### config.mk
export PLATFORM = sky130hd
export DESIGN_NAME = muldiv_unit
export DESIGN_NICKNAME = d
export VERILOG_FILES = /design/src/rtl/muldiv_pkg.sv /design/src/rtl/muldiv_unit.sv
export SDC_FILE = /design/constraint.sdc
export NUM_CORES = 1
export LEC_CHECK = 0
export ABC_CLOCK_PERIOD_IN_PS = 6400
export BUFFER_PORTS_ARGS = -buffer_cell sky130_fd_sc_hd__buf_2
export CORE_ASPECT_RATIO = 0.7
export CORE_MARGIN = 2
export CORE_UTILIZATION = 45
export CTS_BUF_LIST = sky130_fd_sc_hd__clkbuf_4 sky130_fd_sc_hd__clkbuf_8 sky130_fd_sc_hd__clkbuf_16
export CTS_CLUSTER_DIAMETER = 40
export DETAILED_ROUTE_END_ITERATION = 7
export PLACE_DENSITY_LB_ADDON = 0.15
export SYNTH_ARGS = -nofsm -noshare
export SYNTH_HDL_FRONTEND = slang
export SYNTH_SLANG_ARGS = --single-unit
### constraint.sdc
create_clock -name clk -period 6.4 [get_ports clk]
set_clock_uncertainty 0.05 [all_clocks]
set_input_delay 0.64 -clock clk [delete_from_list [all_inputs] [get_ports clk]]
set_output_delay 0.64 -clock clk [all_outputs]
set_load 0.01 [all_outputs]
### src/rtl/muldiv_pkg.sv
// Shared encodings for the iterative RV32M multiply/divide unit.
package muldiv_pkg;

    typedef enum logic [2:0] {
        OP_MUL    = 3'b000,
        OP_MULH   = 3'b001,
        OP_MULHSU = 3'b010,
        OP_MULHU  = 3'b011,
        OP_DIV    = 3'b100,
        OP_DIVU   = 3'b101,
        OP_REM    = 3'b110,
        OP_REMU   = 3'b111
    } op_e;

    typedef enum logic [1:0] {
        S_IDLE   = 2'd0,
        S_CALC   = 2'd1,
        S_FINISH = 2'd2
    } state_e;

    function automatic logic is_div(input op_e op);
        return op[2];
    endfunction

endpackage

### src/rtl/muldiv_unit.sv
// Iterative RV32M multiply/divide: shift-add multiply and restoring divide,
// one bit per cycle over a shared {hi,lo} shift register and one adder.
module muldiv_unit
    import muldiv_pkg::*;
#(
    parameter int XLEN = 32
) (
    input  logic            clk,
    input  logic            rst,
    input  logic            start,
    input  logic            flush,
    input  logic [2:0]      funct3,
    input  logic [XLEN-1:0] op_a,
    input  logic [XLEN-1:0] op_b,
    output logic            busy,
    output logic            done,
    output logic [XLEN-1:0] result
);

    localparam int CW = $clog2(XLEN + 1);
    localparam logic [XLEN-1:0] MINV = {1'b1, {(XLEN-1){1'b0}}};

    state_e          state_q;
    op_e             op_q;
    logic [XLEN-1:0] a_q, b_q, hi_q, lo_q, result_q;
    logic            qneg_q, rneg_q;
    logic [CW-1:0]   cnt_q;

    op_e             op_in;
    logic            sdiv_in, an_in, bn_in;
    logic [XLEN-1:0] a_mag_d, b_mag_d, sel_d;
    logic            last_d, a_sgn_d;
    logic [XLEN:0]   alu_a, alu_b, alu_y;
    logic            alu_sub;

    always_comb begin
        op_in   = op_e'(funct3);
        sdiv_in = funct3[2] & ~funct3[0];
        an_in   = sdiv_in & op_a[XLEN-1];
        bn_in   = sdiv_in & op_b[XLEN-1];
        a_mag_d = an_in ? (~op_a + 1'b1) : op_a;
        b_mag_d = bn_in ? (~op_b + 1'b1) : op_b;
    end

    // One adder/subtractor: a mul or div step while iterating, and on the
    // final CALC cycle it computes 0 +/- selected word for the sign fixup.
    always_comb begin
        alu_a   = '0;
        alu_b   = '0;
        alu_sub = 1'b0;
        sel_d   = '0;
        last_d  = (cnt_q == CW'(XLEN));
        a_sgn_d = (op_q == OP_MULH) || (op_q == OP_MULHSU);
        if (last_d) begin
            if (is_div(op_q)) begin
                sel_d   = op_q[1] ? hi_q : lo_q;
                alu_sub = op_q[1] ? rneg_q : qneg_q;
            end else begin
                sel_d   = (op_q == OP_MUL) ? lo_q : hi_q;
            end
            alu_b = {1'b0, sel_d};
        end else if (is_div(op_q)) begin
            alu_a   = {hi_q, lo_q[XLEN-1]};
            alu_b   = {1'b0, b_q};
            alu_sub = 1'b1;
        end else begin
            // Signed multiplier: its MSB weighs -2^(XLEN-1), so the last step subtracts.
            alu_a   = {a_sgn_d & hi_q[XLEN-1], hi_q};
            alu_b   = lo_q[0] ? {a_sgn_d & a_q[XLEN-1], a_q} : '0;
            alu_sub = (op_q == OP_MULH) && (cnt_q == CW'(XLEN - 1));
        end
        alu_y = alu_sub ? (alu_a - alu_b) : (alu_a + alu_b);
    end

    always_ff @(posedge clk) begin
        if (rst) begin
            state_q  <= S_IDLE;
            op_q     <= OP_MUL;
            a_q      <= '0;
            b_q      <= '0;
            hi_q     <= '0;
            lo_q     <= '0;
            qneg_q   <= 1'b0;
            rneg_q   <= 1'b0;
            cnt_q    <= '0;
            result_q <= '0;
        end else if (flush) begin
            state_q <= S_IDLE;
        end else begin
            case (state_q)
                S_IDLE: if (start) begin
                    op_q  <= op_in;
                    cnt_q <= '0;
                    hi_q  <= '0;
                    a_q   <= op_a;
                    if (is_div(op_in)) begin
                        b_q    <= b_mag_d;
                        lo_q   <= a_mag_d;
                        qneg_q <= an_in ^ bn_in;
                        rneg_q <= an_in;
                        if (op_b == '0) begin
                            result_q <= funct3[1] ? op_a : '1;
                            state_q  <= S_FINISH;
                        end else if (sdiv_in && op_a == MINV && op_b == '1) begin
                            result_q <= funct3[1] ? '0 : op_a;
                            state_q  <= S_FINISH;
                        end else begin
                            state_q  <= S_CALC;
                        end
                    end else begin
                        b_q     <= op_b;
                        lo_q    <= op_b;
                        qneg_q  <= 1'b0;
                        rneg_q  <= 1'b0;
                        state_q <= S_CALC;
                    end
                end
                S_CALC: if (last_d) begin
                    result_q <= alu_y[XLEN-1:0];
                    state_q  <= S_FINISH;
                end else begin
                    cnt_q <= cnt_q + CW'(1);
                    if (is_div(op_q)) begin
                        // Restore on borrow; quotient bit is the inverted borrow.
                        hi_q <= alu_y[XLEN] ? alu_a[XLEN-1:0] : alu_y[XLEN-1:0];
                        lo_q <= {lo_q[XLEN-2:0], ~alu_y[XLEN]};
                    end else begin
                        hi_q <= alu_y[XLEN:1];
                        lo_q <= {alu_y[0], lo_q[XLEN-1:1]};
                    end
                end
                S_FINISH: state_q <= S_IDLE;
                default:  state_q <= S_IDLE;
            endcase
        end
    end

    assign busy   = (state_q != S_IDLE);
    assign done   = (state_q == S_FINISH);
    assign result = result_q;

endmodule

# After elaboration in Yosys (flattened, before gate mapping)
# Index checks and enable logic that the tools add are counted.
word_totals:
  reg_bits: 173
  in_bits: 71
  out_inout_bits: 34
  word_cells: 98
classes:
  add_sub_neg: 5
  eq_ne: 13
  mux: 45
  n_bitwise: 11
  n_reduce_logical: 14
op_table:
  columns: ["operator", "count"]
  rows:
  - ["$mux W32", 21]
  - ["$mux W33", 6]
  - ["$pmux W32 S2", 3]
  - ["$add A32 B1 Y32 const B", 2]
  - ["$eq A32 B32 Y1 const B", 2]
  - ["$not A32 Y32", 2]
  - ["$add A33 B33 Y33", 1]
  - ["$sub A33 B33 Y33", 1]
  - ["$logic_not A32 Y1", 1]
  - ["$mux W6", 2]
  - ["$pmux W6 S2", 1]
  - ["$mux W2", 5]
  - ["$ne A2 B2 Y1 const B", 4]
  - ["$add A6 B1 Y6 const B", 1]
  - ["$eq A6 B5 Y1 const B", 1]
  - ["$eq A6 B6 Y1 const B", 1]
  - ["$mux W1", 6]
  - ["$reduce_and A6 Y1", 1]
  - ["$and A1 B1 Y1", 5]
  - ["$pmux W2 S2", 1]
  - ["$reduce_and A4 Y1", 1]
  - ["$reduce_bool A2 Y1", 2]
  - ["$eq A3 B1 Y1 const B", 1]
  - ["$eq A3 B2 Y1 const B", 1]
  - ["other kinds (12)", 16]

# Longest topological paths before layout
# Gate-level depths: netlist of the first run.
logic_depth:
  word_depth: 12
  depth_mapped: 34
  depth_no_buf: 27

# Least setup slack after synthesis of the first run
# No wires, ideal clock.
synth_timing:
  path_type: "reg-to-reg"
  start: "register cnt_q[0]"
  end: "register hi_q[18]"
  setup_time_ns: 0.117
  arrival_time_ns: 6.894
  t_required_ns: 6.233
  path_slack_ns: -0.661
  path_stages_with_launch: 34
  path_buffers: 8
  period_less_slack_ns: 7.061
  cell_sequence: "dfxtp_1 inv_1 ha_1 nor4b_4 and2_0 buf_2 buf_2 buf_1 clkbuf_1 buf_1 buf_1 a31oi_1 inv_1 ha_1 o211ai_1 a22oi_1 nand2_1 nor3_1 nand4_1 o21ai_0 xor2_1 ha_1 o21a_1 o21a_1 a221oi_1 o221ai_1 a311o_1 a21oi_1 nand2_1 mux2i_2 buf_6 buf_6 nand2_1 a32o_1"
synth_via:
  elab_chain_len: 9
  word_cells_on_any_way: 16
  classes_between: "add/sub: 2; eq/ne: 3; mux: 9; reduce/logical: 2"
synth_lines:
  columns: ["item", "line_no", "rtl"]
  rows:
  - ["from (decl)", "muldiv_unit.sv:27", "logic [CW-1:0] cnt_q;"]
  - ["from (signal assigned)", "muldiv_unit.sv:122", "cnt_q <= cnt_q + CW'(1);"]
  - ["parallel branches: the longest is 9 deep, another holds $add A33 B33 Y33", null, null]
  - ["to (signal assigned)", "muldiv_unit.sv:125", "hi_q <= alu_y[XLEN] ? alu_a[XLEN-1:0] : alu_y[XLEN-1:0];"]
  - ["to (signal assigned)", "muldiv_unit.sv:128", "hi_q <= alu_y[XLEN:1];"]
  - ["to (decl)", "muldiv_unit.sv:25", "logic [XLEN-1:0] a_q, b_q, hi_q, lo_q, result_q;"]
# Parallel ways; which one is timed is not known. The select of a mux whose other input is x is not followed.
# A chain may end at the register's enable or synchronous reset.

# Worst setup path in the final report of the first run
layout_timing:
  start: "register op_q[2]"
  end: "register hi_q[19]"
layout_via:
  elab_chain_len: 12
  word_cells_on_any_way: 24
  classes_between: "add/sub: 2; eq/ne: 2; mux: 15; bitwise: 2; reduce/logical: 3"
layout_lines:
  columns: ["item", "line_no", "rtl"]
  rows:
  - ["from (decl)", "muldiv_unit.sv:24", "op_e op_q;"]
  - ["from (signal assigned)", "muldiv_unit.sv:92", "op_q <= op_in;"]
  - ["$eq A3 B1 Y1 / $eq A3 B2 Y1 (equally long branches)", "muldiv_unit.sv:53, muldiv_unit.sv:70", null]
  - ["$logic_or A1 B1 Y1", "muldiv_unit.sv:53", "a_sgn_d = (op_q == OP_MULH) || (op_q == OP_MULHSU);"]
  - ["$and A1 B1 Y1", "muldiv_unit.sv:69", "alu_b = lo_q[0] ? {a_sgn_d & a_q[XLEN-1], a_q} : '0;"]
  - ["$mux W33", "muldiv_unit.sv:69", null]
  - ["$mux W33", "muldiv_unit.sv:62", "end else if (is_div(op_q)) begin"]
  - ["$mux W33", "muldiv_unit.sv:54", "if (last_d) begin"]
  - ["$add A33 B33 Y33 / $sub A33 B33 Y33 (equally long branches)", "muldiv_unit.sv:72", "alu_y = alu_sub ? (alu_a - alu_b) : (alu_a + alu_b);"]
  - ["$mux W33", "muldiv_unit.sv:72", null]
  - ["$mux W32", "muldiv_unit.sv:125", null]
  - ["$mux W32 (*)", "muldiv_unit.sv:123", "if (is_div(op_q)) begin"]
  - ["$mux W32 (*)", "muldiv_unit.sv:118", "S_CALC: if (last_d) begin"]
  - ["$pmux W32 S2 (*)", "muldiv_unit.sv:90", "case (state_q)"]
# Every way passes the cells marked *; elsewhere a longest branch is shown, timed or not. The select of a mux whose other input is x is not followed.

==> results of run 1 <==
-- area by class of cell --
type | instances | area (µm²) | share of cell area [%]
multi-input combinational | 1593 | 10000 | 63.1
sequential | 173 | 3470 | 21.9
timing repair buffer | 169 | 1110 | 7.02
tap | 420 | 526 | 3.32
clock buffer | 22 | 494 | 3.12
inverter | 34 | 128 | 0.806
clock inverter | 9 | 108 | 0.679
-- worst max-delay path: cells and delay by family (launching register included) --
kind                       cells  cell delay (ns)
muxes                          2             0.53
AOI/OAI and AO/OA              9             1.98
adders and majority gates      1             0.42
and+or+nand+nor                6             1.38
DFF                            1             0.41
buffers and inverters          5             1.08
xor gates and xnor gates       1             0.13
-- power groups by stage --
stage / registers (mW) / logic [mW] / clock network, mW
final: 1.19 / 1.58 / 1.11
after global routing: 1.19 / 1.68 / 1.16
after CTS: 1.19 / 1.50 / 1.11
after detailed placement: 1.21 / 1.49 / 0
after global placement: 1.21 / 1.49 / 0
after floorplan: 1.19 / 0.960 / 0
-- state kept, by name, indices dropped and copies added, names as in the netlist, 2 cells and up --
signal	cells
op_q	3
b_q	32
a_q	32
hi_q	32
state_q	2
lo_q	32
cnt_q	6
result	32
-- layer usage --
metal,vias to the layer above,wire length [µm]
met1,7423,25400
met4,0,1400
met5,-,0
met3,92,6240
met2,838,23600
li1,7139,-
-- cell usage in the layout (no fill, tap or decap), types with 24 or more instances in the layout --
master / Yosys / layout
xor2_1: 64 / 64
xnor2_1: 53 / 52
nor2_1: 257 / 256
mux2i_1: 80 / 80
ha_1: 38 / 38
buf_2: 9 / 103
nand3_1: 24 / 24
nand2_1: 243 / 243
buf_4: 4 / 58
a211oi_1: 83 / 83
inv_1: 33 / 33
a21oi_1: 191 / 189
nor3_1: 32 / 29
dfxtp_1: 173 / 170
o21ai_0: 119 / 118
o211ai_1: 26 / 26
-- worst max path at each step --
| stage | from | to | slack, ns |
|---|---|---|---|
| 2_1_floorplan | cnt_q[0] | hi_q[18] | 0.04 |
| 3_3_place_gp | cnt_q[0] | hi_q[19] | 0.37 |
| 3_5_place_dp | cnt_q[0] | hi_q[19] | 0.17 |
| 4_1_cts | cnt_q[0] | hi_q[19] | 0.10 |
| 5_1_grt | cnt_q[0] | hi_q[19] | -0.06 |
| 6_report | op_q[2] | hi_q[19] | 0.32 |
-- per-stage QoR --
stage	hold WS (ns)	setup TNS, ns	power (mW)	utilization (%)
detailed placement	0.395	0	2.70	48.5
global placement	0.391	0	2.70	48.5
CTS	0.405	0	3.80	50.4
finish	0.409	0	3.88	51.0
global route	0.425	-0.320	4.03	51.0
floorplan	0.377	0	2.15	-
-- kinds of logic after synthesis --
kind of cell	Yosys count	synth area share, %
AOI/OAI and AO/OA	617	28.8
xor gates and xnor gates	117	7.24
adders and majority gates	39	3.50
buffers and inverters	202	5.70
DFF	173	24.5
muxes	92	6.63
and+or+nand+nor	728	23.7
-- timing repair --
action                                  in CTS  in global routing
buffers inserted                             0                  4
endpoints found under the setup margin       0                 40
resized for setup                            0                 11
==> out/results.ini, run 1 <==
[power_and_ir_drop]
p_int_mw=2.31
leakage_nw=5.75
p_clk_share_pct=28.7
p_switching_mw=1.57
p_seq_share_pct=30.7
power_frac_comb_pct=40.7
max-vdd-ir-drop_v=0.000155
p_per_area_nw_per_um2=245
switching_share_pct=40.6

[placement]
post-place-ws_ns=0.173
port_buffers=104
post_dp_cell_area_um2=15100
gp_congestion=0.936
hpwl_mm=41.6
dp.cells=2382

[logic_synthesis]
synthTopCellsByArea=dfxtp_1 24%, nor2_1 6.8%, a21oi_1 6.8%, nand2_1 6.4%, mux2i_1 5.7%
syn-num-nets=2078
synth_common_cells=257 x nor2_1, 243 x nand2_1, 191 x a21oi_1, 173 x dfxtp_1, 135 x clkbuf_1
synthCells=1968
yosysTopAreaCellShare_pct=24.5
synth-seq-area-share_pct=24.5
yosysWarningCount=0
ys_types=78
ys_ff_latch=173
synth.most_common_cell=nor2_1
synth_top_cell_by_area=dfxtp_1
avgSynthCellArea_um2=7.19
synthFlopType=dfxtp_1
netlist_area_um2=14100
synth_edf_count=0
async_flop_share_pct=0

[finish]
drive_above_1_share_pct=13.5
final_area_um2=15800
area_growth_pct=11.9
nFillCells=3147
final_cell_count_no_fill=2420
nets=2098
diodes=0

[global_route]
grt_max_degree=76
grt_antenna_before_repair=2
grt.overflow.total=0
use_met2_pct=49.3
met3_usage_pct=6.41
grt_pass1_wl_mm=85.4
grt.total_usage_pct=33.4
met1_usage_pct=49.3
busiest_layer=met1
grt_pass1_vias=14046

[clock_tree]
cts_buffers=17
worstSkewPairLatency_ns=0.45
clockBufferDepth=2
cts_tree=done
cts.clk_slew.worst_paths_ns=0.07
ctsRootBufferMaster=clkbuf_16
numClockSinks=173
ctsHoldBuffers=0
htree_levels=4

[critical_path]
startpoint_type=flip-flop
crit_fanout=28
cpPeakStageDelay_ns=0.42
critPathCaptureType=flip-flop
timing.rr.start=op_q[2]
r2r_cells=24
critPathRequiredTime_ns=6.69
cp.arrival_ns=6.38
crit_top_cell=buf_4
rrSetupSlack_ns=0.32
slowest_stage=ha_1
worstPathCellList=nand2b_4, nand2_1, buf_4, mux2i_1, a32oi_1, nand4b_1, nor4b_1, buf_4, nor2_1, xnor2_1, ha_1, a21oi_1, o211ai_1, a221oi_4, o221ai_4, a311o_1, buf_4, a21oi_4, nand2_1, mux2i_4, buf_12, buf_12, a21oi_1, a32o_1
critical_path_class=reg -> reg
worst_r2r_endpoint=hi_q[19]

[floorplan]
ios=105
rows=54
start_util_pct=45.5
dieArea_um2=32900
die_h_um=152
fp.dieW_um=216
design.core.area_um2=31100

[routing]
vias_per_cell=6.40
ant_nets=0
drt_iter0_markers=2312
dr.pass1.iters=6
vias=15492
remaining_drc_errors=0
post_drt_wl_per_cell_um=23.4
drt_wl_total_mm=56.6

[sta]
layout_setup_ws_ns=0.316
period_minus_slack_ns=6.08
tightest_slew_ns=1.25
period_share_pct=95.1
clock.fmax_mhz=164
slew_headroom_pct=16.5
drv_slew=0
finalHoldViolations=0
setup_viol=0

[min_path]
hold_depth=2
holdPathEnd=a_q[25]
hold_class=reg -> reg
worstHoldStart=a_q[25]

[run_status]
outcome=finished, final reports clean

[job]
drv_cap=0

No activity file was read; power rests on OpenSTA's default activity.
==> run 2, diff against run 1 <==
--- a/config.mk
+++ b/config.mk
@@ -9,7 +9,7 @@
 export BUFFER_PORTS_ARGS = -buffer_cell sky130_fd_sc_hd__buf_2
 export CORE_ASPECT_RATIO = 0.7
 export CORE_MARGIN = 2
-export CORE_UTILIZATION = 45
+export CORE_UTILIZATION = 30
 export CTS_BUF_LIST = sky130_fd_sc_hd__clkbuf_4 sky130_fd_sc_hd__clkbuf_8 sky130_fd_sc_hd__clkbuf_16
 export CTS_CLUSTER_DIAMETER = 40
 export DETAILED_ROUTE_END_ITERATION = 7
==> run 2 against run 1 <==
Effect of this change: register-to-register slack better by 0.06 ns; worst hold slack worse by 0.0016 ns; critical path depth is 7 higher; core utilization is 16 points lower; via count is 2.0% lower; fmax is 1.0% higher; setup slack better by 0.063 ns; critical endpoint unchanged.
==> out/results.ini, run 2 (synthesis results as in run 1) <==
[critical_path]
cp.arrival_ns=6.33  ; -0.05 ns
critPathRequiredTime_ns=6.71  ; +0.02 ns
critPathCaptureType=flip-flop
critical-path-top-delay-family=compound AO/OA/AOI/OAI gates
crit_fanout=11  ; -61%
slowest_stage=a2111o_1
startpoint_type=flip-flop
critical_path_class=reg -> reg
crit_top_cell=buf_4
cpPeakStageDelay_ns=0.48  ; +0.06 ns
crit_buf_inv=8  ; +3

[job]
drv_cap=0  ; unchanged

[clock_tree]
worstSkewPairLatency_ns=0.47  ; +0.02 ns
clockBufferDepth=2  ; unchanged
htree_levels=4  ; unchanged
ctsRootBufferMaster=clkbuf_16
cts.clk_slew.worst_paths_ns=0.08  ; about the same
cts_buffers=17  ; unchanged
cts_tree=done
ctsHoldBuffers=0  ; unchanged
numClockSinks=173  ; unchanged

[global_route]
grt_pass1_vias=13970  ; -0.54%
grt_max_degree=70  ; -7.9%
grt.total_usage_pct=24.9  ; -8.5 points
grt_pass1_wl_mm=92.1  ; +7.8%
grt_antenna_before_repair=2  ; unchanged
grt.overflow.total=0  ; unchanged

[finish]
final_area_um2=16200  ; +2.1%
nFillCells=4973  ; +58%
final_cell_mix=256 x nor2_1, 243 x nand2_1, 189 x a21oi_1
final-seq-area_um2=3470  ; about the same
drive_above_1_share_pct=14.0  ; +0.49 points
layout_commonest_cell=nor2_1
nets=2113  ; +0.71%
area_growth_pct=14.3
multi_input_area_um2=10000  ; about the same

[placement]
post_dp_cell_area_um2=15500  ; +2.6%
port_buffers=104  ; unchanged
gp_congestion=0.898  ; -4.0%
hpwl_mm=46.8  ; +12%

[routing]
remaining_drc_errors=0  ; unchanged
drt_iter0_markers=1716  ; -26%
post_drt_wl_per_cell_um=23.5  ; +0.40%
vias=15176  ; -2.0%
ant_nets=0  ; unchanged
drt_wl_total_mm=61.7  ; +9.1%
dr.pass1.iters=5  ; -1
vias_per_cell=5.77  ; -9.9%

[sta]
period_minus_slack_ns=6.02  ; -0.0628 ns
slew_headroom_pct=15.9  ; -0.61 points
finalHoldViolations=0  ; unchanged
setup_viol=0  ; unchanged
tns_ns=0  ; unchanged
period_share_pct=94.1  ; -0.98 points
drv_slew=0  ; unchanged
tightest_slew_ns=1.26  ; +0.00915 ns
clock.fmax_mhz=166  ; +1.0%

[floorplan]
die_h_um=186  ; +22%
start_util_pct=30.4  ; -15 points
design.core.area_um2=46500  ; +50%
dieArea_um2=48900  ; +49%
rows=66  ; +22%
fp.dieW_um=264  ; +22%
ios=105  ; unchanged

[power_and_ir_drop]
leakage_nw=5.80  ; +0.77%
p_per_area_nw_per_um2=248  ; +1.1%
max-vdd-ir-drop_v=0.000148  ; -4.3%

[run_status]
outcome=finished, final reports clean

[min_path]
hold_class=reg -> reg

==> run 2: changes by cell type in the layout (fill, tap and decap cells not counted), sizes merged <==
cell      previous run  this run
clkbuf              24        18
buf                167       183
clkinv               4         5
inv                 35        37
clkinvlp             2         4
bufinv               2         3
diode                0         2
==> run 2: report_power, final <==
part	internal, mW	switching, mW	total [mW]	leakage (nW)
Combinational	0.606	1.06	1.67	4.10
Sequential	1.13	0.0591	1.19	1.41
Clock	0.621	0.527	1.15	0.287
==> run 2: path summary, 6_finish.rpt <==
check / end / slack (ns) / depth (start not counted) / startpoint
min reg2reg: a_q[14] / 0.41 / 2 / a_q[14]
min: a_q[14] / 0.41 / 2 / a_q[14]
max: hi_q[19] / 0.38 / 31 / cnt_q[1]
max reg2reg: hi_q[19] / 0.38 / 31 / cnt_q[1]
==> run 2: final cells by class <==
| class | count | share of cell area [%] |
|---|---|---|
| Antenna cell | 2 | 0.0310 |
| Clock buffer | 17 | 2.63 |
| Clock inverter | 15 | 1.15 |
| Inverter | 34 | 0.789 |
| Multi-Input combinational cell | 1593 | 61.8 |
| Sequential cell | 173 | 21.4 |
| Tap cell | 612 | 4.74 |
| Timing Repair Buffer | 184 | 7.39 |
==> run 2: timing repair <==
action | in CTS | in global routing
setup endpoints to repair | 0 | 35
buffers inserted | 0 | 1
resized for setup | 0 | 8
==> run 2: metrics by stage <==
stage | hold slack, ns | setup WS (ns) | util, % | power, mW | cells
final | 0.407 | 0.378 | 34.8 | 4.01 | 2630
after global routing | 0.427 | -0.0399 | 34.8 | 4.20 | 2628
after CTS | 0.408 | 0.242 | 34.6 | 3.94 | 2626
after detailed placement | 0.398 | 0.323 | 33.3 | 2.80 | 2594
after global placement | 0.391 | 0.459 | 33.3 | 2.80 | 2594
after floorplan | 0.377 | 0.0372 | - | 2.15 | 1968
==> run 2: per-layer routing <==
layer / vias up / wire [µm] / global-route usage (%)
li1: 7185 / - / -
met1: 7339 / 30700 / 37.5
met2: 589 / 25100 / 36.3
met3: 59 / 4790 / 4.41
met4: 4 / 1090 / 5.81
met5: - / 27 / 0
==> run 2: worst register-to-register path, delay by kind of cell, from the launching register on <==
family / cells / cell delay [ns]
adders and majority gates: 3 / 0.68
buffers and inverters: 8 / 1.07
AOI/OAI and AO/OA: 9 / 1.95
DFF: 1 / 0.38
xor gates and xnor gates: 2 / 0.42
and+or+nand+nor: 9 / 1.40
